$ cat config.mk
export PLATFORM = sky130hd
export DESIGN_NAME = enigma_rotor_stepper
export DESIGN_NICKNAME = d
export VERILOG_FILES = /design/src/rtl/enigma_pkg.sv /design/src/rtl/rotor_counter.sv /design/src/rtl/enigma_rotor_stepper.sv
export SDC_FILE = /design/constraint.sdc
export NUM_CORES = 1
export LEC_CHECK = 0
export CELL_PAD_IN_SITES_DETAIL_PLACEMENT = 1
export CELL_PAD_IN_SITES_GLOBAL_PLACEMENT = 2
export CORE_ASPECT_RATIO = 0.8
export CORE_MARGIN = 3
export CORE_UTILIZATION = 28
export DETAILED_ROUTE_END_ITERATION = 6
export PLACE_DENSITY_LB_ADDON = 0.1
export SKIP_CTS_REPAIR_TIMING = 1
export SYNTH_ARGS = -nofsm -noshare
export SYNTH_HDL_FRONTEND = slang
export SYNTH_SLANG_ARGS = --single-unit
$ cat constraint.sdc
create_clock -name clk -period 2.55 [get_ports clk]
set_clock_uncertainty 0.05 [all_clocks]
set_input_delay 0.51 -clock clk [delete_from_list [all_inputs] [get_ports clk]]
set_output_delay 0.51 -clock clk [all_outputs]
set_load 0.01 [all_outputs]
$ cat src/rtl/enigma_pkg.sv
// Shared constants and types for the Enigma datapath blocks.
package enigma_pkg;

  localparam int ALPHA_SIZE = 26;
  localparam int LETTER_W   = 5;

  // Turnover (notch) positions of the historical rotors I..V: Q, E, V, J, Z.
  localparam int NOTCH_I   = 16;
  localparam int NOTCH_II  = 4;
  localparam int NOTCH_III = 21;
  localparam int NOTCH_IV  = 9;
  localparam int NOTCH_V   = 25;

  typedef enum logic [1:0] {
    ST_IDLE    = 2'd0,
    ST_STEP    = 2'd1,
    ST_SETTLE  = 2'd2,
    ST_PRESENT = 2'd3
  } step_state_e;

endpackage

$ cat src/rtl/rotor_counter.sv
// Mod-ALPHA rotor position register with step and load.
// A load value of ALPHA or above is folded back into range by one subtraction.
module rotor_counter
  import enigma_pkg::*;
#(
  parameter int ALPHA = ALPHA_SIZE
) (
  input  logic                clk,
  input  logic                rst,
  input  logic                load_i,
  input  logic [LETTER_W-1:0] load_val_i,
  input  logic                step_i,
  output logic [LETTER_W-1:0] pos_o
);

  localparam logic [LETTER_W-1:0] AL   = LETTER_W'(ALPHA);
  localparam logic [LETTER_W-1:0] MAXV = LETTER_W'(ALPHA - 1);

  logic [LETTER_W-1:0] pos_q, pos_d;

  // Next position: load wins over step; step wraps ALPHA-1 -> 0.
  always_comb begin
    pos_d = pos_q;
    if (load_i)
      pos_d = (load_val_i >= AL) ? (load_val_i - AL) : load_val_i;
    else if (step_i)
      pos_d = (pos_q == MAXV) ? '0 : (pos_q + 1'b1);
  end

  // Position register.
  always_ff @(posedge clk or posedge rst) begin
    if (rst) pos_q <= '0;
    else     pos_q <= pos_d;
  end

  assign pos_o = pos_q;

endmodule

$ cat src/rtl/enigma_rotor_stepper.sv
// Rotor stepping controller: accepts one letter, steps the three rotors with
// odometer carry and the middle-rotor double step, then holds the letter and
// stepped positions stable for the rotor chain until downstream consumes it.
module enigma_rotor_stepper
  import enigma_pkg::*;
#(
  parameter int ALPHA  = ALPHA_SIZE,
  parameter int NOTCH0 = NOTCH_I,
  parameter int NOTCH1 = NOTCH_II
) (
  input  logic                clk,
  input  logic                rst,
  input  logic                load,
  input  logic [LETTER_W-1:0] init_pos0,
  input  logic [LETTER_W-1:0] init_pos1,
  input  logic [LETTER_W-1:0] init_pos2,
  input  logic                key_valid,
  input  logic [LETTER_W-1:0] key_in,
  output logic                key_ready,
  output logic                char_valid,
  output logic [LETTER_W-1:0] char_out,
  input  logic                char_ready,
  output logic [LETTER_W-1:0] pos0,
  output logic [LETTER_W-1:0] pos1,
  output logic [LETTER_W-1:0] pos2,
  output logic                key_err
);

  localparam logic [LETTER_W-1:0] AL = LETTER_W'(ALPHA);
  localparam logic [LETTER_W-1:0] N0 = LETTER_W'(NOTCH0);
  localparam logic [LETTER_W-1:0] N1 = LETTER_W'(NOTCH1);

  step_state_e         state_q;
  logic                key_ready_q;
  logic                char_valid_q;
  logic                key_err_q;
  logic [LETTER_W-1:0] char_q;

  logic [LETTER_W-1:0] p0, p1, p2;
  logic                step0, step1, step2;

  // All three step decisions use the pre-step positions, so the rotors move
  // together on the STEP edge. The pos1==N1 term is the double-step anomaly.
  always_comb begin
    step0 = (state_q == ST_STEP);
    step1 = step0 && ((p0 == N0) || (p1 == N1));
    step2 = step0 && (p1 == N1);
  end

  rotor_counter #(.ALPHA(ALPHA)) u_rot0 (
    .clk(clk), .rst(rst), .load_i(load), .load_val_i(init_pos0),
    .step_i(step0), .pos_o(p0)
  );

  rotor_counter #(.ALPHA(ALPHA)) u_rot1 (
    .clk(clk), .rst(rst), .load_i(load), .load_val_i(init_pos1),
    .step_i(step1), .pos_o(p1)
  );

  rotor_counter #(.ALPHA(ALPHA)) u_rot2 (
    .clk(clk), .rst(rst), .load_i(load), .load_val_i(init_pos2),
    .step_i(step2), .pos_o(p2)
  );

  // Control FSM with registered handshake outputs; load aborts from any state.
  always_ff @(posedge clk or posedge rst) begin
    if (rst) begin
      state_q      <= ST_IDLE;
      key_ready_q  <= 1'b0;
      char_valid_q <= 1'b0;
      key_err_q    <= 1'b0;
      char_q       <= '0;
    end else begin
      key_err_q <= 1'b0;
      if (load) begin
        state_q      <= ST_IDLE;
        key_ready_q  <= 1'b1;
        char_valid_q <= 1'b0;
      end else begin
        case (state_q)
          ST_IDLE: begin
            key_ready_q <= 1'b1;
            if (key_valid && key_ready_q) begin
              if (key_in < AL) begin
                char_q      <= key_in;
                state_q     <= ST_STEP;
                key_ready_q <= 1'b0;
              end else begin
                key_err_q <= 1'b1;
              end
            end
          end
          ST_STEP: state_q <= ST_SETTLE;
          ST_SETTLE: begin
            state_q      <= ST_PRESENT;
            char_valid_q <= 1'b1;
          end
          ST_PRESENT: begin
            if (char_ready) begin
              state_q      <= ST_IDLE;
              char_valid_q <= 1'b0;
              key_ready_q  <= 1'b1;
            end
          end
          default: state_q <= ST_IDLE;
        endcase
      end
    end
  end

  assign key_ready  = key_ready_q;
  assign char_valid = char_valid_q;
  assign key_err    = key_err_q;
  assign char_out   = char_q;
  assign pos0       = p0;
  assign pos1       = p1;
  assign pos2       = p2;

endmodule
==> impl_metrics.tcl, run 1 <==
set metrics [dict create \
    numCtsBuffers 3 \
    avgViaCountPerCell 4.97 \
    ys_async_sr_fraction 1.00 \
    drc_errors 0 \
    globalRoute.totalOverflow 0 \
    setup_ws_ns 0.347 \
    yosys_warnings 0 \
    min_path_type "reg2reg" \
    critPathArrivalTime_ns 2.33 \
    synthToLayoutAreaGrowth_pct 34.6 \
    drv_cap 0 \
    max_stage_delay_ns 0.43 \
    vias 1639 \
    rsz0062_at_grt "false" \
    fin_crit_ns 2.20 \
    worst-path-buf-inv 1 \
    antenna_found_initial 0 \
    synth_compound_gate_area_share 0.230 \
    fin_area_mm2 0.00241 \
    critPathRequiredTime_ns 2.67 \
    cts-root-buf "clkbuf_8" \
    drtAntennaViolNets 0 \
    final_core_util 0.399 \
    clockBufferDepth 2 \
    hpwl_um 3670 \
    path_class "reg2reg" \
    core_mm2 0.00604 \
    maxSlewViolCount 0 \
    clk_latency_ns 0.28 \
    cp_cell_sequence "inv_1 -> ha_1 -> or2b_1 -> nor3_2 -> or3_1 -> mux2_4" \
    die_x_um 95.3 \
    yosysSeqAreaShare 0.350 \
    synth_cells 200 \
    ir_drop_mv 0.208 \
    cp_max_fo 7 \
    cts_tree "done" \
    p_leak_nw 1.03 \
    gp_congestion 0.732 \
    fp.dieArea_mm2 0.00739 \
    initial_utilization 0.296 \
    grt_max_degree 26 \
    fmax_ghz 0.454 \
    synth_edf_count 0 \
    drt_iter0_markers 38 \
    clk_pin_slew_ns 0.10 \
    ys_seq_elements 25 \
    grt_pass1_wl_um 8090 \
    nFillCells 707 \
    synth.distinct_cells 48 \
    hold_viol_final 0 \
    relSlewSlack 0.700 \
    drive_gt1_frac 0.0723 \
    htreeDepth 1 \
    clkSinkCount 25 \
    setup_viol 0 \
    end_kind "flip-flop" \
    synthMuxAreaShare 0.0574 \
    die_y_um 77.5 \
    powerDensity_mw_per_mm2 675 \
    grt_pass1_vias 1626 \
    dpl_worst_slack_ns 0.186 \
    row_count 25 \
    synth_top_family_by_area "compound AO/OA/AOI/OAI gates" \
    nNetsFinal 290 \
    synth_simple_gate_area_frac 0.192 \
    diodes 0 \
    syn_area_mm2 0.00179 \
    first_pass_iters 4 \
    io_pins 48 \
    avgSynthCellArea_um2 8.94 \
    slowest_stage "dfrtp_1" \
    place_area_mm2 0.00236 \
    period_share 0.864 \
    worst_pin_slew_ns 0.449 \
    synth_ff_type "dfrtp_1" \
    wl_um 4690 \
    outcome "completed" \
    wl_per_cell_um 14.2 \
    syn-num-nets 240 \
    synth_xor_area_frac 0.00490 \
    cp_top_family "simple AND/OR/NAND/NOR gates" \
    port_buffers 47 \
    synth_fa_ha_area_frac 0.105 \
    start_kind "flip-flop" \
    tns_ns 0 \
    grt_usage 0.134 \
]
[area by class of cell]
| class | count | area (µm²) | share of cell area |
|---|---|---|---|
| sequential | 25 | 626 | 0.260 |
| multi-input combinational | 148 | 1050 | 0.437 |
| clock buffer | 3 | 41.3 | 0.0172 |
| tap | 81 | 101 | 0.0421 |
| timing repair buffer | 51 | 500 | 0.208 |
| clock inverter | 1 | 7.51 | 0.00312 |
| inverter | 21 | 78.8 | 0.0327 |
[Yosys cell counts (2+ instances only)]
cell type / n / area [µm²]
a211o_1: 2 / 17.5
a211oi_1: 2 / 15.0
a21oi_1: 11 / 55.1
a221o_1: 2 / 20.0
a22oi_1: 2 / 15.0
a31oi_1: 2 / 12.5
and3_1: 3 / 18.8
clkbuf_1: 4 / 15.0
dfrtp_1: 25 / 626
ha_1: 15 / 188
inv_1: 21 / 78.8
mux2_2: 6 / 67.6
mux2i_1: 2 / 20.0
nand2_1: 11 / 41.3
nand2b_1: 7 / 43.8
nand3_1: 9 / 45.0
nor2_1: 10 / 37.5
nor2b_1: 6 / 37.5
nor3_1: 7 / 35.0
o211ai_1: 3 / 22.5
o21a_1: 4 / 30.0
o21ai_0: 14 / 70.1
o21bai_1: 3 / 22.5
o31a_1: 2 / 17.5
o32ai_1: 2 / 17.5
or3_1: 3 / 18.8
[cell usage in the layout (no fill, tap or decap), types with 3 or more instances in the layout]
cell,synthesis,routed
clkdlybuf4s50_1,0,47
dfrtp_1,25,25
inv_1,21,21
ha_1,15,15
o21ai_0,14,14
nand2_1,11,11
a21oi_1,11,11
nor2_1,10,10
nand3_1,9,9
nor3_1,7,7
nand2b_1,7,7
nor2b_1,6,6
mux2_2,6,6
o21a_1,4,4
buf_4,0,4
or3_1,3,3
o21bai_1,3,3
o211ai_1,3,3
and3_1,3,3
clkbuf_8,0,3
[kinds of logic after synthesis]
logic type	Yosys count
DFF	25
AOI/OAI and AO/OA	60
xor gates and xnor gates	1
muxes	9
buffers and inverters	27
adders and majority gates	15
and+or+nand+nor	63
[state kept, by name, indices dropped and copies added, names as in the netlist]
name,count
char_out,5
char_valid,1
key_err,1
key_ready,1
state_q,2
u_rot0.pos_o,5
u_rot1.pos_o,5
u_rot2.pos_o,5
[per-stage QoR]
step	total power [mW]	instances	hold WS, ns
global route	1.76	330	0.489
global placement	1.39	326	0.441
CTS	1.66	330	0.479
finish	1.63	330	0.474
detailed placement	1.39	326	0.452
floorplan	1.03	200	0.487
[worst register-to-register path: stages, from the launching register on]
cell,delay (ns)
dfrtp_1,0.43
inv_1,0.11
ha_1,0.30
or2b_1,0.30
nor3_2,0.29
or3_1,0.30
mux2_4,0.32
[routing by layer]
| metal | GRT usage | up-vias | share of wire |
|---|---|---|---|
| met3 | 0.0320 | 2 | 0.041 |
| met1 | 0.196 | 790 | 0.53 |
| li1 | - | 821 | - |
| met4 | 0.0173 | 0 | 0.0040 |
| met5 | 0 | - | 0 |
| met2 | 0.205 | 26 | 0.43 |
[report_power, final]
group          switching (mW)  internal [mW]  total [mW]
Sequential              0.121          0.507       0.627
Clock                   0.141          0.111       0.252
Combinational           0.336          0.411       0.746
[path summary, 6_finish.rpt]
kind                              from         endpoint  slack [ns]  depth (start not counted)
min reg2reg                char_out[0]      char_out[0]        0.47                          1
max                         state_q[1]  u_rot1.pos_o[4]        0.35                          6
max in group asynchronous          rst  u_rot2.pos_o[4]        1.64                          3
min in group asynchronous          rst      char_out[1]        0.55                          3
max reg2reg                 state_q[1]  u_rot1.pos_o[4]        0.35                          6
min                        char_out[0]      char_out[0]        0.47                          1
No activity file was read; power rests on OpenSTA's default activity.
==> run 2, diff against run 1 <==
--- a/config.mk
+++ b/config.mk
@@ -12,6 +12,7 @@
 export CORE_UTILIZATION = 28
 export DETAILED_ROUTE_END_ITERATION = 6
 export PLACE_DENSITY_LB_ADDON = 0.1
+export SETUP_SLACK_MARGIN = 0.5
 export SKIP_CTS_REPAIR_TIMING = 1
 export SYNTH_ARGS = -nofsm -noshare
 export SYNTH_HDL_FRONTEND = slang
==> run 2 against run 1 <==
Effect of this change: total power grew 0.94%; sequential share of layout area shrank 0.23 points; hold slack is essentially flat; wire length shrank 0.15%; combinational power grew 2%; flip-flop and latch count is the same; cell count is the same; utilization grew 0.35 points; cell area grew 0.88%; via count is the same; highest routed layer unchanged.
==> impl_metrics.tcl, run 2 (synthesis gave the netlist of run 1 again) <==
set metrics [dict create \
    outcome "completed" \
    numCtsBuffers 3 \
    path_class "reg2reg" \
    clockBufferDepth 2 \
    drc_errors 0 \
    antenna_found_initial 0 \
    cts-root-buf "clkbuf_8" \
    drt_iter0_markers 37 \
    die_y_um 77.5 \
    place_area_mm2 0.00236 \
    fmax_ghz 0.496 \
    core_mm2 0.00604 \
    diodes 0 \
    gp_congestion 0.732 \
    dp.cells 326 \
    hpwl_um 3670 \
    reg2reg_slack_ns 0.54 \
    htreeDepth 1 \
    wl_per_cell_um 14.2 \
    period_share 0.790 \
    min_path_type "reg2reg" \
    clkSinkCount 25 \
    setup_viol 0 \
    initial_utilization 0.296 \
    hold_viol_final 0 \
    globalRoute.totalOverflow 0 \
    clk_latency_ns 0.28 \
    grt_usage 0.134 \
    start_kind "flip-flop" \
    final_core_util 0.402 \
    final_common_cell "clkdlybuf4s50_1" \
    fp.dieArea_mm2 0.00739 \
    powerDensity_mw_per_mm2 676 \
    nFillCells 707 \
    cp_max_fo 7 \
    drv_cap 0 \
    relSlewSlack 0.715 \
    tns_ns 0 \
    fin_crit_ns 2.01 \
    port_buffers 47 \
    vias 1639 \
    drtAntennaViolNets 0 \
    worst_pin_slew_ns 0.426 \
    clk_pin_slew_ns 0.10 \
    fin_area_mm2 0.00243 \
    cts_tree "done" \
    instances_no_fill 330 \
    ir_drop_mv 0.206 \
    p_leak_nw 1.03 \
    final_cell_mix "clkdlybuf4s50_1 (47), dfrtp_1 (25), inv_1 (21)" \
    rsz0062_at_grt "true" \
    die_x_um 95.3 \
    nNetsFinal 290 \
    row_count 25 \
    grt_max_degree 26 \
    holdWs_ns 0.473 \
    end_kind "flip-flop" \
    avgViaCountPerCell 4.97 \
    grt_pass1_vias 1626 \
    first_pass_iters 4 \
    io_pins 48 \
    synthToLayoutAreaGrowth_pct 35.8 \
    wl_um 4690 \
    drive_gt1_frac 0.0884 \
    grt_pass1_wl_um 8090 \
    critPathRequiredTime_ns 2.67 \
    critPathArrivalTime_ns 2.14 \
    maxSlewViolCount 0 \
]
==> run 2: cell counts in the layout (fill, tap and decap cells not counted) <==
Identical to the previous run, type by type.
==> run 2: through the flow <==
step	power [mW]	worst slack (ns)
6_report	1.64	0.535
5_1_grt	1.78	0.431
4_1_cts	1.66	0.345
3_5_place_dp	1.39	0.186
3_3_place_gp	1.39	0.250
2_1_floorplan	1.03	0.536
==> run 2: metal layers <==
metal | vias up | global-route usage | share of wire
li1 | 822 | - | -
met1 | 790 | 0.196 | 0.53
met2 | 25 | 0.205 | 0.43
met3 | 2 | 0.0320 | 0.040
met4 | 0 | 0.0173 | 0.0041
met5 | - | 0 | 0
==> run 2: where the power goes <==
group	internal [mW]	switching (mW)	total, mW
registers	0.507	0.123	0.630
logic	0.416	0.344	0.760
clock network	0.111	0.141	0.252
==> run 2: area by class of cell <==
cell class | instances | area (µm²) | area share
multi-input combinational | 148 | 1070 | 0.442
clock inverter | 1 | 7.51 | 0.00309
tap | 81 | 101 | 0.0417
timing repair buffer | 51 | 500 | 0.206
clock buffer | 3 | 41.3 | 0.0170
sequential | 25 | 626 | 0.258
inverter | 21 | 78.8 | 0.0325
==> run 2: path summary, 6_finish.rpt <==
check,from,endpoint,depth (start not counted)
worst max-delay path,state_q[1],u_rot1.pos_o[4],6
worst min-delay path,char_out[0],char_out[0],1
worst max register to register,state_q[1],u_rot1.pos_o[4],6
worst min register to register,char_out[0],char_out[0],1
max in group asynchronous,rst,u_rot2.pos_o[4],3
min in group asynchronous,rst,char_out[1],3
==> run 2: critical path, cell delays in order, from the launching register on <==
cell and delay [ns]:
dfrtp_1 0.43, inv_1 0.11, ha_2 0.26, or2b_1 0.30, nor3_4 0.25, or3_4 0.21
mux2_4 0.30
==> run 3, diff against run 2 <==
--- a/config.mk
+++ b/config.mk
@@ -9,7 +9,7 @@
 export CELL_PAD_IN_SITES_GLOBAL_PLACEMENT = 2
 export CORE_ASPECT_RATIO = 0.8
 export CORE_MARGIN = 3
-export CORE_UTILIZATION = 28
+export CORE_UTILIZATION = 26
 export DETAILED_ROUTE_END_ITERATION = 6
 export PLACE_DENSITY_LB_ADDON = 0.1
 export SETUP_SLACK_MARGIN = 0.5
==> constraint.sdc (replaced) <==
create_clock -name clk -period 1.64 [get_ports clk]
set_clock_uncertainty 0.05 [all_clocks]
set_input_delay 0.328 -clock clk [delete_from_list [all_inputs] [get_ports clk]]
set_output_delay 0.328 -clock clk [all_outputs]
set_load 0.01 [all_outputs]
==> run 3 against run 2 <==
Effect of this change: the run now ends with negative setup slack left; largest cell class unchanged; clock power rose by 61%; highest routed layer unchanged; die area rose by 7.1%; combinational power grew to 2.9 times the previous value.
==> impl_metrics.tcl, run 3 (synthesis gave the netlist of run 1 again) <==
set metrics [dict create \
    pwr-share-comb 0.624 \
    die_y_um 80.2 \
    diodes 0 \
    die_x_um 98.7 \
    end_kind "flip-flop" \
    start_kind "flip-flop" \
    worst_pin_slew_ns 0.391 \
    min_path_type "in2reg" \
    fin_crit_ns 1.76 \
    grt_usage 0.149 \
    grt_pass1_vias 2026 \
    nNetsFinal 363 \
    drive_gt1_frac 0.494 \
    drc_errors 0 \
    clkSinkCount 25 \
    fp.dieArea_mm2 0.00791 \
    hpwl_um 4310 \
    p_leak_nw 1.52 \
    numCtsBuffers 3 \
    cts_tree "done" \
    cts-root-buf "clkbuf_8" \
    grt_pass1_wl_um 9690 \
    htreeDepth 1 \
    avgViaCountPerCell 4.76 \
    grt_max_degree 26 \
    p_clk_frac 0.117 \
    maxSlewViolCount 0 \
    synthToLayoutAreaGrowth_pct 84.0 \
    port_buffers 47 \
    hold_viol_final 0 \
    clockBufferDepth 2 \
    p_int_mw 2.23 \
    drt_iter0_markers 31 \
    nFillCells 762 \
    setup_viol 11 \
    p_seq_frac 0.260 \
    dpl_worst_slack_ns -0.335 \
    instances_no_fill 406 \
    reg2reg_depth 6 \
    vias 1932 \
    critPathRequiredTime_ns 1.76 \
    clk_pin_slew_ns 0.10 \
    final_common_cell "buf_4" \
    relSlewSlack 0.739 \
    ir_drop_mv 0.426 \
    antenna_found_initial 0 \
    gp_congestion 0.798 \
    powerDensity_mw_per_mm2 1060 \
    initial_utilization 0.273 \
    wl_um 5930 \
    worstHoldPathCells 2 \
    clk_latency_ns 0.28 \
    outcome "finished with violations" \
    io_pins 48 \
    drtAntennaViolNets 0 \
    path_class "reg2reg" \
    violations "negative setup slack" \
    critPathArrivalTime_ns 1.88 \
    final_cell_mix "buf_4 (57), buf_6 (30), dfrtp_1 (22)" \
    dp.cells 377 \
    wl_per_cell_um 14.6 \
    rsz0062_at_grt "true" \
    fmax_ghz 0.568 \
    core_mm2 0.00654 \
    row_count 26 \
    first_pass_iters 4 \
    swShare 0.361 \
    switchingPower_mw 1.26 \
    setup_ws_ns -0.119 \
    globalRoute.totalOverflow 0 \
    power_mw 3.48 \
    drv_cap 0 \
    cp_max_fo 5 \
    period_share 1.07 \
]
run 3: stage by stage:
stage	TNS [ns]	hold WS (ns)	cell area (µm²)	util
after global routing	-1.28	0.303	3290	0.503
after floorplan	-0.812	0.305	1870	-
after detailed placement	-5.12	0.456	2800	0.428
after global placement	-4.97	0.442	2800	0.428
after CTS	-1.48	0.372	2850	0.435
final	-0.425	0.288	3290	0.503
run 3: critical path, stage by stage (launching register included):
cell and delay, ns:
dfrtp_1 0.38, inv_2 0.06, ha_4 0.16, nor2b_4 0.12
and3_4 0.16, or3_4 0.41, mux2_4 0.31
run 3: worst paths after layout:
check,startpoint,endpoint,slack [ns]
max in group asynchronous,rst,u_rot1.pos_o[0],0.89
setup reg to reg,state_q[1],u_rot1.pos_o[4],-0.12
min in group asynchronous,rst,state_q[0],0.36
setup / recovery,state_q[1],u_rot1.pos_o[4],-0.12
hold reg to reg,char_valid,char_valid,0.47
hold / removal,key_in[2],char_out[2],0.29
run 3: layer usage:
layer / GRT usage / vias to the layer above / part of all wire
met5: 0 / - / 0
met4: 0.0123 / 0 / 0.0032
met3: 0.0269 / 2 / 0.035
met2: 0.246 / 30 / 0.50
met1: 0.211 / 933 / 0.46
li1: - / 967 / -
run 3: layout make-up:
cell class / instances / area [µm²] / share of cell area
Clock buffer: 3 / 41.3 / 0.0125
Timing Repair Buffer: 124 / 1090 / 0.332
Multi-Input combinational cell: 148 / 1330 / 0.405
Sequential cell: 25 / 629 / 0.191
Inverter: 21 / 81.3 / 0.0247
Clock inverter: 1 / 7.51 / 0.00228
Tap cell: 84 / 105 / 0.0319
run 3: power by group through the flow:
stage,sequential (mW),combinational [mW],clock (mW)
floorplan,1.04,0.644,0
finish,0.905,2.17,0.406
global placement,0.918,1.61,0
detailed placement,0.923,1.63,0
global route,0.935,2.39,0.449
CTS,0.910,1.64,0.422
